==> config.mk <==
export PLATFORM = sky130hd
export DESIGN_NAME = if_id_queue
export DESIGN_NICKNAME = d
export VERILOG_FILES = /design/src/rtl/if_id_queue_pkg.sv /design/src/rtl/if_id_entry.sv /design/src/rtl/if_id_queue.sv
export SDC_FILE = /design/constraint.sdc
export NUM_CORES = 1
export LEC_CHECK = 0
export CORE_MARGIN = 10
export CORE_UTILIZATION = 40
export CTS_CLUSTER_SIZE = 20
export DETAILED_ROUTE_END_ITERATION = 16
export DONT_BUFFER_PORTS = 1
export PLACE_DENSITY = 0.58
export SLEW_MARGIN = 20
export SYNTH_ARGS = -nofsm -noshare
export SYNTH_HDL_FRONTEND = slang
export SYNTH_SLANG_ARGS = --single-unit
==> constraint.sdc <==
create_clock -name clk -period 2.9 [get_ports clk]
set_clock_uncertainty 0.2 [all_clocks]
set_input_delay 0.435 -clock clk [delete_from_list [all_inputs] [get_ports clk]]
set_output_delay 0.435 -clock clk [all_outputs]
set_load 0.03 [all_outputs]
==> src/rtl/if_id_queue_pkg.sv <==
// Shared definitions for the IF/ID instruction queue: state encoding,
// default NOP word and the packed entry layout.
package if_id_queue_pkg;

    localparam logic [1:0] ST_EMPTY = 2'd0;
    localparam logic [1:0] ST_ONE   = 2'd1;
    localparam logic [1:0] ST_FULL  = 2'd2;

    localparam logic [31:0] NOP_INSTR_DEFAULT = 32'h0000_0000;

    typedef struct packed {
        logic [31:0] instr;
        logic [31:0] pc;
    } entry_t;

endpackage

==> src/rtl/if_id_entry.sv <==
// Enabled data register holding one queued instruction word plus its address.
module if_id_entry #(
    parameter int W = 64
) (
    input  logic         clk,
    input  logic         rst_n,
    input  logic         en_i,
    input  logic [W-1:0] d_i,
    output logic [W-1:0] q_o
);

    logic [W-1:0] data_q;

    always_ff @(posedge clk or negedge rst_n) begin
        if (!rst_n) begin
            data_q <= '0;
        end else if (en_i) begin
            data_q <= d_i;
        end
    end

    assign q_o = data_q;

endmodule

==> src/rtl/if_id_queue.sv <==
// Two-entry in-order skid buffer between fetch and decode.
// Optional performance counters are built when IF_ID_QUEUE_PERF_EN is defined.
module if_id_queue
    import if_id_queue_pkg::*;
#(
    parameter logic [31:0] NOP_INSTR = NOP_INSTR_DEFAULT,
    parameter logic [31:0] RESET_PC  = 32'h0000_3000
) (
    input  logic        clk,
    input  logic        rst_n,
    input  logic        if_valid_i,
    input  logic [31:0] if_instr_i,
    input  logic [31:0] if_pc_i,
    output logic        if_ready_o,
    output logic        id_valid_o,
    output logic [31:0] id_instr_o,
    output logic [31:0] id_pc_o,
    input  logic        id_ready_i,
    input  logic        flush_i
`ifdef IF_ID_QUEUE_PERF_EN
    ,
    output logic [31:0] stall_cnt_o,
    output logic [31:0] flush_cnt_o
`endif
);

    logic [1:0] state_q, state_d;
    logic       push, pop;

    // Entry 0 is the head, entry 1 the skid register.
    logic   [1:0]       ent_en;
    entry_t [1:0]       ent_d;
    logic   [1:0][63:0] ent_q;
    entry_t             head, skid, offered;

    assign offered = '{instr: if_instr_i, pc: if_pc_i};
    assign head    = entry_t'(ent_q[0]);
    assign skid    = entry_t'(ent_q[1]);

    assign if_ready_o = (state_q != ST_FULL);
    assign id_valid_o = (state_q != ST_EMPTY);
    assign push       = if_valid_i & if_ready_o;
    assign pop        = id_valid_o & id_ready_i;

    always_comb begin
        state_d  = state_q;
        ent_en   = 2'b00;
        ent_d[0] = offered;
        ent_d[1] = offered;
        if (flush_i) begin
            state_d = ST_EMPTY;
        end else begin
            case (state_q)
                ST_EMPTY: begin
                    if (push) begin
                        state_d   = ST_ONE;
                        ent_en[0] = 1'b1;
                    end
                end
                ST_ONE: begin
                    if (push && !pop) begin
                        state_d   = ST_FULL;
                        ent_en[1] = 1'b1;
                    end else if (pop && !push) begin
                        state_d = ST_EMPTY;
                    end else if (push && pop) begin
                        ent_en[0] = 1'b1;
                    end
                end
                ST_FULL: begin
                    if (pop) begin
                        state_d   = ST_ONE;
                        ent_en[0] = 1'b1;
                        ent_d[0]  = skid;
                    end
                end
                default: state_d = ST_EMPTY;
            endcase
        end
    end

    always_ff @(posedge clk or negedge rst_n) begin
        if (!rst_n) begin
            state_q <= ST_EMPTY;
        end else begin
            state_q <= state_d;
        end
    end

    for (genvar gi = 0; gi < 2; gi++) begin : g_entry
        if_id_entry #(.W(64)) u_entry (
            .clk   (clk),
            .rst_n (rst_n),
            .en_i  (ent_en[gi]),
            .d_i   (ent_d[gi]),
            .q_o   (ent_q[gi])
        );
    end

    assign id_instr_o = id_valid_o ? head.instr : NOP_INSTR;
    assign id_pc_o    = id_valid_o ? head.pc    : RESET_PC;

`ifdef IF_ID_QUEUE_PERF_EN
    logic [31:0] stall_cnt_q, flush_cnt_q;

    always_ff @(posedge clk or negedge rst_n) begin
        if (!rst_n) begin
            stall_cnt_q <= '0;
            flush_cnt_q <= '0;
        end else begin
            if (if_valid_i && !if_ready_o) stall_cnt_q <= stall_cnt_q + 32'd1;
            if (flush_i)                   flush_cnt_q <= flush_cnt_q + 32'd1;
        end
    end

    assign stall_cnt_o = stall_cnt_q;
    assign flush_cnt_o = flush_cnt_q;
`endif

endmodule

==> results.yml, run 1 <==
final_layout:
  final_area_um2: 7557
  num-fill-cells: 1291
  layoutNonFillerInstCount: 694
  num_antenna_cells: 0
  nets: 563
  drive_gt1_frac: 0.4565
  layout_commonest_cell: "mux2_2"
  syn2layout_area_growth_pct: 23.01
  final_cell_mix: "mux2_2 (181), dfrtp_1 (130), dlygate4sd3_1 (65)"
critical_path:
  r2r-end: "g_entry[0].u_entry.q_o[31]"
  cp.required_ns: 2.27
  critical_path_peak_fanout: 65
  critPathLaunchType: "register"
  end_kind: "primary output"
  crit_start: "state_q[0]"
  reg2regPathDepth: 4
  crit_type: "reg2out"
  r2r-start: "state_q[1]"
  rrSetupSlack_ns: 0.54
  crit_end: "id_instr_o[16]"
  critPathArrivalTime_ns: 1.92
placement:
  placed_cell_area_um2: 6365
  hpwlAfterDp_um: 8507
  place_inst: 598
  gp_congestion: 0.6864
  dp_slack_ns: 0.5570
  portBuffers: 0
timing:
  hold_viol: 130
  fin_hold_ws_ns: -0.4709
  slew_viol_final: 0
  finalCritPeriodShare: 0.8798
  worst_pin_slew_ns: 0.6879
  setup_slack_ns: 0.3485
  setup_viol: 0
  setup_tns_ns: 0
  max-slew-margin-rel: 0.5404
  clock.fmax_ghz: 0.3919
  finalWorstPathRequiredPeriod_ns: 2.551
  rsz0062_at_grt: "false"
clock_network:
  cts_buffers: 17
  cts_tree: "yes"
  clk_pin_slew_ns: 0.06
  worstSkewPairLatency_ns: 0.40
  ctsHoldBuffers: 65
  cts_root_buf: "clkbuf_16"
  htree_levels: 4
  clock_sinks: 130
  cts_resized: 0
  cts_buffer_depth: 2
  post_cts_buffers: 0
grt:
  overflow: 0
  antenna_found_initial: 0
  grt_pass1_wl_um: 22560
  grt_usage: 0.1398
  grt_max_degree: 131
  grt_pass1_vias: 4065
floorplan:
  core_area_um2: 15150
  num_rows: 45
  num_io_pins: 135
  start_util: 0.4056
  die_area_um2: 20720
  die_y_um: 143.9
  fp.dieW_um: 143.9
synthesis:
  synth_cells: 430
  yosysSeqAreaShare: 0.5295
  synthesis.nets: 499
  synth_area_um2: 6143
  ys_types: 23
  yosysWarnings: 0
  ys_ff_latch: 130
  avgSynthCellArea_um2: 14.29
run:
  maxCapViolCount: 0
run_status:
  violations: "negative hold slack"
  status: "complete, but fails checks"
routing:
  dr.first_iter.drc_count: 114
  via_per_inst: 5.167
  wirelength_um: 13950
  drc: 0
  final_antenna_net_count: 0
  post_drt_wl_per_cell_um: 20.10
  drt-pass1-iter-count: 4
  vias: 3586
power:
  power_mw: 5.475
  peakVddDrop_mv: 0.3787
  p_leak_nw: 3.134
  power.density_nw_per_um2: 724.5
hold_path:
  hp-class: "in2async"
routing by layer:
layer	share of wire	vias up	global-route usage	routed length (um)
li1	-	1631	-	-
met1	0.42	1845	0.1653	5887
met2	0.48	98	0.2216	6659
met3	0.089	12	0.06304	1245
met4	0.011	0	0.04514	155
met5	0	-	0	0
state kept, by name, indices dropped and copies added (netlist names):
| name | flops |
|---|---|
| g_entry.u_entry.q_o | 128 |
| state_q | 2 |
logic make-up (layout without fill, tap and decap cells):
family          count (synthesis)  in the layout  synth area share
simple gates                   75             75           0.07637
compound gates                  4              4          0.007128
buf+inv                        28            104           0.02729
mux                           193            193            0.3597
flops                         130            130            0.5295
power breakdown:
part	total [mW]	internal, mW	leakage, nW	switching (mW)
Sequential	2.46	2.26	1.56	0.202
Combinational	1.03	0.551	1.31	0.482
Clock	1.98	1.24	0.264	0.741
Total	5.47	4.05	3.13	1.43
worst min-delay path by stage:
stage / endpoint / cells past startpoint
after floorplan: g_entry[0].u_entry.q_o[0] / 0
after global placement: g_entry[1].u_entry.q_o[21] / 0
after detailed placement: g_entry[1].u_entry.q_o[20] / 0
after CTS: g_entry[0].u_entry.q_o[40] / 0
after global routing: g_entry[1].u_entry.q_o[16] / 0
final: g_entry[1].u_entry.q_o[20] / 0
cell usage after synthesis:
cell | instances | area, um^2
mux2_1 | 1 | 11.26
nand3_1 | 1 | 5.000
a21oi_1 | 1 | 5.000
o21ba_2 | 1 | 10.01
or2b_1 | 1 | 7.510
or4bb_1 | 1 | 11.26
a21boi_0 | 1 | 7.510
nor2_1 | 3 | 11.26
or2_2 | 2 | 12.51
o31ai_4 | 1 | 21.27
mux2i_1 | 1 | 10.01
mux2_4 | 10 | 150.1
mux2_2 | 181 | 2038
nor2b_1 | 62 | 387.9
inv_1 | 1 | 3.750
and2b_1 | 1 | 7.510
or3b_2 | 1 | 8.760
buf_6 | 6 | 67.56
nand2_1 | 2 | 7.510
clkbuf_1 | 7 | 26.28
buf_2 | 14 | 70.07
dfrtp_1 | 130 | 3253
nor4bb_1 | 1 | 10.01
area by class of cell:
cell class              count  area (um^2)  share of cell area
repair buffers             72        765.7              0.1013
well taps                 188        235.2             0.03113
multi-input cells         272         2758              0.3649
inverters                   1        3.754           0.0004967
flip-flops and latches    130         3253              0.4305
clock inverters             5        52.55            0.006954
clock buffers              26        489.2             0.06474
worst max-delay path, stage by stage, from the launching register on:
cell,delay (ns)
dfrtp_1,0.61
nor2_4,0.06
buf_12,0.22
nor2b_1,0.58
per-stage QoR:
| stage | hold slack (ns) | utilization |
|---|---|---|
| floorplan | -0.06059 | - |
| global placement | -0.05616 | 0.4202 |
| detailed placement | -0.05587 | 0.4202 |
| CTS | -0.4929 | 0.4990 |
| global route | -0.5032 | 0.4990 |
| finish | -0.4709 | 0.4990 |
(Power assumes the default switching activity.)
==> run 2: changes to the inputs <==
--- a/config.mk
+++ b/config.mk
@@ -5,12 +5,15 @@
 export SDC_FILE = /design/constraint.sdc
 export NUM_CORES = 1
 export LEC_CHECK = 0
+export BUFFER_PORTS_ARGS = -buffer_cell sky130_fd_sc_hd__buf_4
+export CELL_PAD_IN_SITES_DETAIL_PLACEMENT = 0
+export CELL_PAD_IN_SITES_GLOBAL_PLACEMENT = 2
 export CORE_MARGIN = 10
-export CORE_UTILIZATION = 40
+export CORE_UTILIZATION = 37
 export CTS_CLUSTER_SIZE = 20
 export DETAILED_ROUTE_END_ITERATION = 16
-export DONT_BUFFER_PORTS = 1
-export PLACE_DENSITY = 0.58
+export GPL_TIMING_DRIVEN = 0
+export PLACE_DENSITY = 0.83
 export SLEW_MARGIN = 20
 export SYNTH_ARGS = -nofsm -noshare
 export SYNTH_HDL_FRONTEND = slang
==> results.yml, run 2 (same netlist as run 1, synthesis figures left out) <==
run_status:
  status: "finished, final reports clean"
placement:
  gp_congestion: 0.7409
  hpwlAfterDp_um: 10330
  portBuffers: 134
timing:
  worst_pin_slew_ns: 0.8085
  finalWorstPathRequiredPeriod_ns: 2.691
  clock.fmax_ghz: 0.3716
  finalCritPeriodShare: 0.9278
  setup_viol: 0
  rsz0062_at_grt: "false"
  setup_tns_ns: 0
  max-slew-margin-rel: 0.4610
  slew_viol_final: 0
  hold_viol: 0
floorplan:
  fp.dieW_um: 148.9
  die_y_um: 148.9
  num_io_pins: 135
  core_area_um2: 16410
  start_util: 0.3744
  die_area_um2: 22160
  num_rows: 47
critical_path:
  cp.required_ns: 2.27
  critPathMaxStageDelay_ns: 0.40
  critical_path_peak_fanout: 10
  r2r-start: "state_q[0]"
  crit_start: "state_q[0]"
  critPathLaunchType: "register"
  worst_path_max_delay_cell: "buf_1"
  crit_type: "reg2out"
  path_cells: "buf_2 > nor2_1 > clkbuf_2 > buf_1 > nor2b_1 > buf_4"
  end_kind: "primary output"
  critPathArrivalTime_ns: 2.06
grt:
  grt_pass1_wl_um: 23140
  grt_max_degree: 71
  antenna_found_initial: 0
  grt_usage: 0.1308
  overflow: 0
  grt_pass1_vias: 4387
routing:
  wirelength_um: 14350
  via_per_inst: 4.747
  drc: 0
  drt-pass1-iter-count: 4
  final_antenna_net_count: 0
  post_drt_wl_per_cell_um: 17.54
  vias: 3883
  dr.first_iter.drc_count: 77
final_layout:
  final_cell_mix: "mux2_2 (181), buf_4 (133), dfrtp_1 (130)"
  num_antenna_cells: 0
  drive_gt1_frac: 0.6488
  largest_reg_flops: 128
  num-fill-cells: 1489
  nets: 654
  layout_commonest_cell: "mux2_2"
  syn2layout_area_growth_pct: 31.57
power:
  peakVddDrop_mv: 0.3996
  power_mw: 5.888
  p_leak_nw: 3.627
  power.density_nw_per_um2: 728.5
clock_network:
  cts_buffer_depth: 2
  htree_levels: 4
  worstSkewPairLatency_ns: 0.41
  cts_buffers: 17
  cts_tree: "yes"
  cts_root_buf: "clkbuf_16"
  clock_sinks: 130
  clk_pin_slew_ns: 0.06
hold_path:
  hp-class: "in2reg"
  worstHoldStart: "if_instr_i[9]"
run:
  maxCapViolCount: 0
-- run 2: changes by cell type in the layout (fill, tap and decap cells not counted), moves of 6 or more --
| cell | before | now |
|---|---|---|
| buf_6 | 0 | 6 |
| buf_2 | 0 | 14 |
| dlygate4sd3_1 | 65 | 1 |
| buf_4 | 2 | 133 |
-- run 2: repair_timing --
action	CTS	global route
gates resized for setup	1	9
hold buffers	1	0
setup endpoints to repair	50	33
setup buffers	0	0
hold endpoints to repair	60	0
-- run 2: cell type report --
| class | instances | area, um^2 | area share |
|---|---|---|---|
| multi-input combinational | 272 | 2723 | 0.3368 |
| clock inverter | 15 | 181.4 | 0.02245 |
| tap | 220 | 275.3 | 0.03406 |
| clock buffer | 17 | 425.4 | 0.05263 |
| inverter | 1 | 3.754 | 0.0004644 |
| buffer | 27 | 170.2 | 0.02105 |
| timing repair buffer | 136 | 1051 | 0.1300 |
| sequential | 130 | 3253 | 0.4025 |
-- run 2: power breakdown --
group / total (mW) / internal [mW] / switching, mW
Clock: 2.19 / 1.36 / 0.828
Sequential: 2.45 / 2.26 / 0.194
Combinational: 1.25 / 0.687 / 0.563
Total: 5.89 / 4.30 / 1.58
-- run 2: worst paths after layout --
path / to / slack, ns / depth (start not counted)
worst min-delay path: g_entry[1].u_entry.q_o[41] / 0.06 / 2
worst min register to register: g_entry[0].u_entry.q_o[11] / 0.28 / 1
max in group asynchronous: g_entry[0].u_entry.q_o[50] / 1.45 / 3
worst max-delay path: id_pc_o[21] / 0.21 / 6
min in group asynchronous: g_entry[1].u_entry.q_o[15] / 0.35 / 2
worst max register to register: g_entry[0].u_entry.q_o[11] / 0.51 / 6
-- run 2: stage by stage --
step	worst slack, ns	hold slack [ns]	util	instances	instance area, um^2
3_3_place_gp	0.2163	0.2675	0.4525	784	7425
6_report	0.2093	0.06228	0.4926	818	8083
5_1_grt	0.01110	0.03943	0.4926	818	8083
3_5_place_dp	0.2489	0.1997	0.4547	785	7460
2_1_floorplan	0.8066	-0.06059	-	430	6143
4_1_cts	0.03712	0.04114	0.4923	818	8078
-- run 2: critical path, delay by kind of cell (launching register included) --
| kind | cells | cell delay, ns |
|---|---|---|
| buf+inv | 4 | 1.07 |
| simple gates | 2 | 0.23 |
| flops | 1 | 0.36 |
-- run 2: routing by layer --
metal  share of wire  track usage  vias up
li1                -            -     1809
met1            0.43       0.1530     1970
met2            0.48       0.2102       96
met3           0.081      0.06220        8
met4          0.0063      0.03729        0
met5               0            0        -
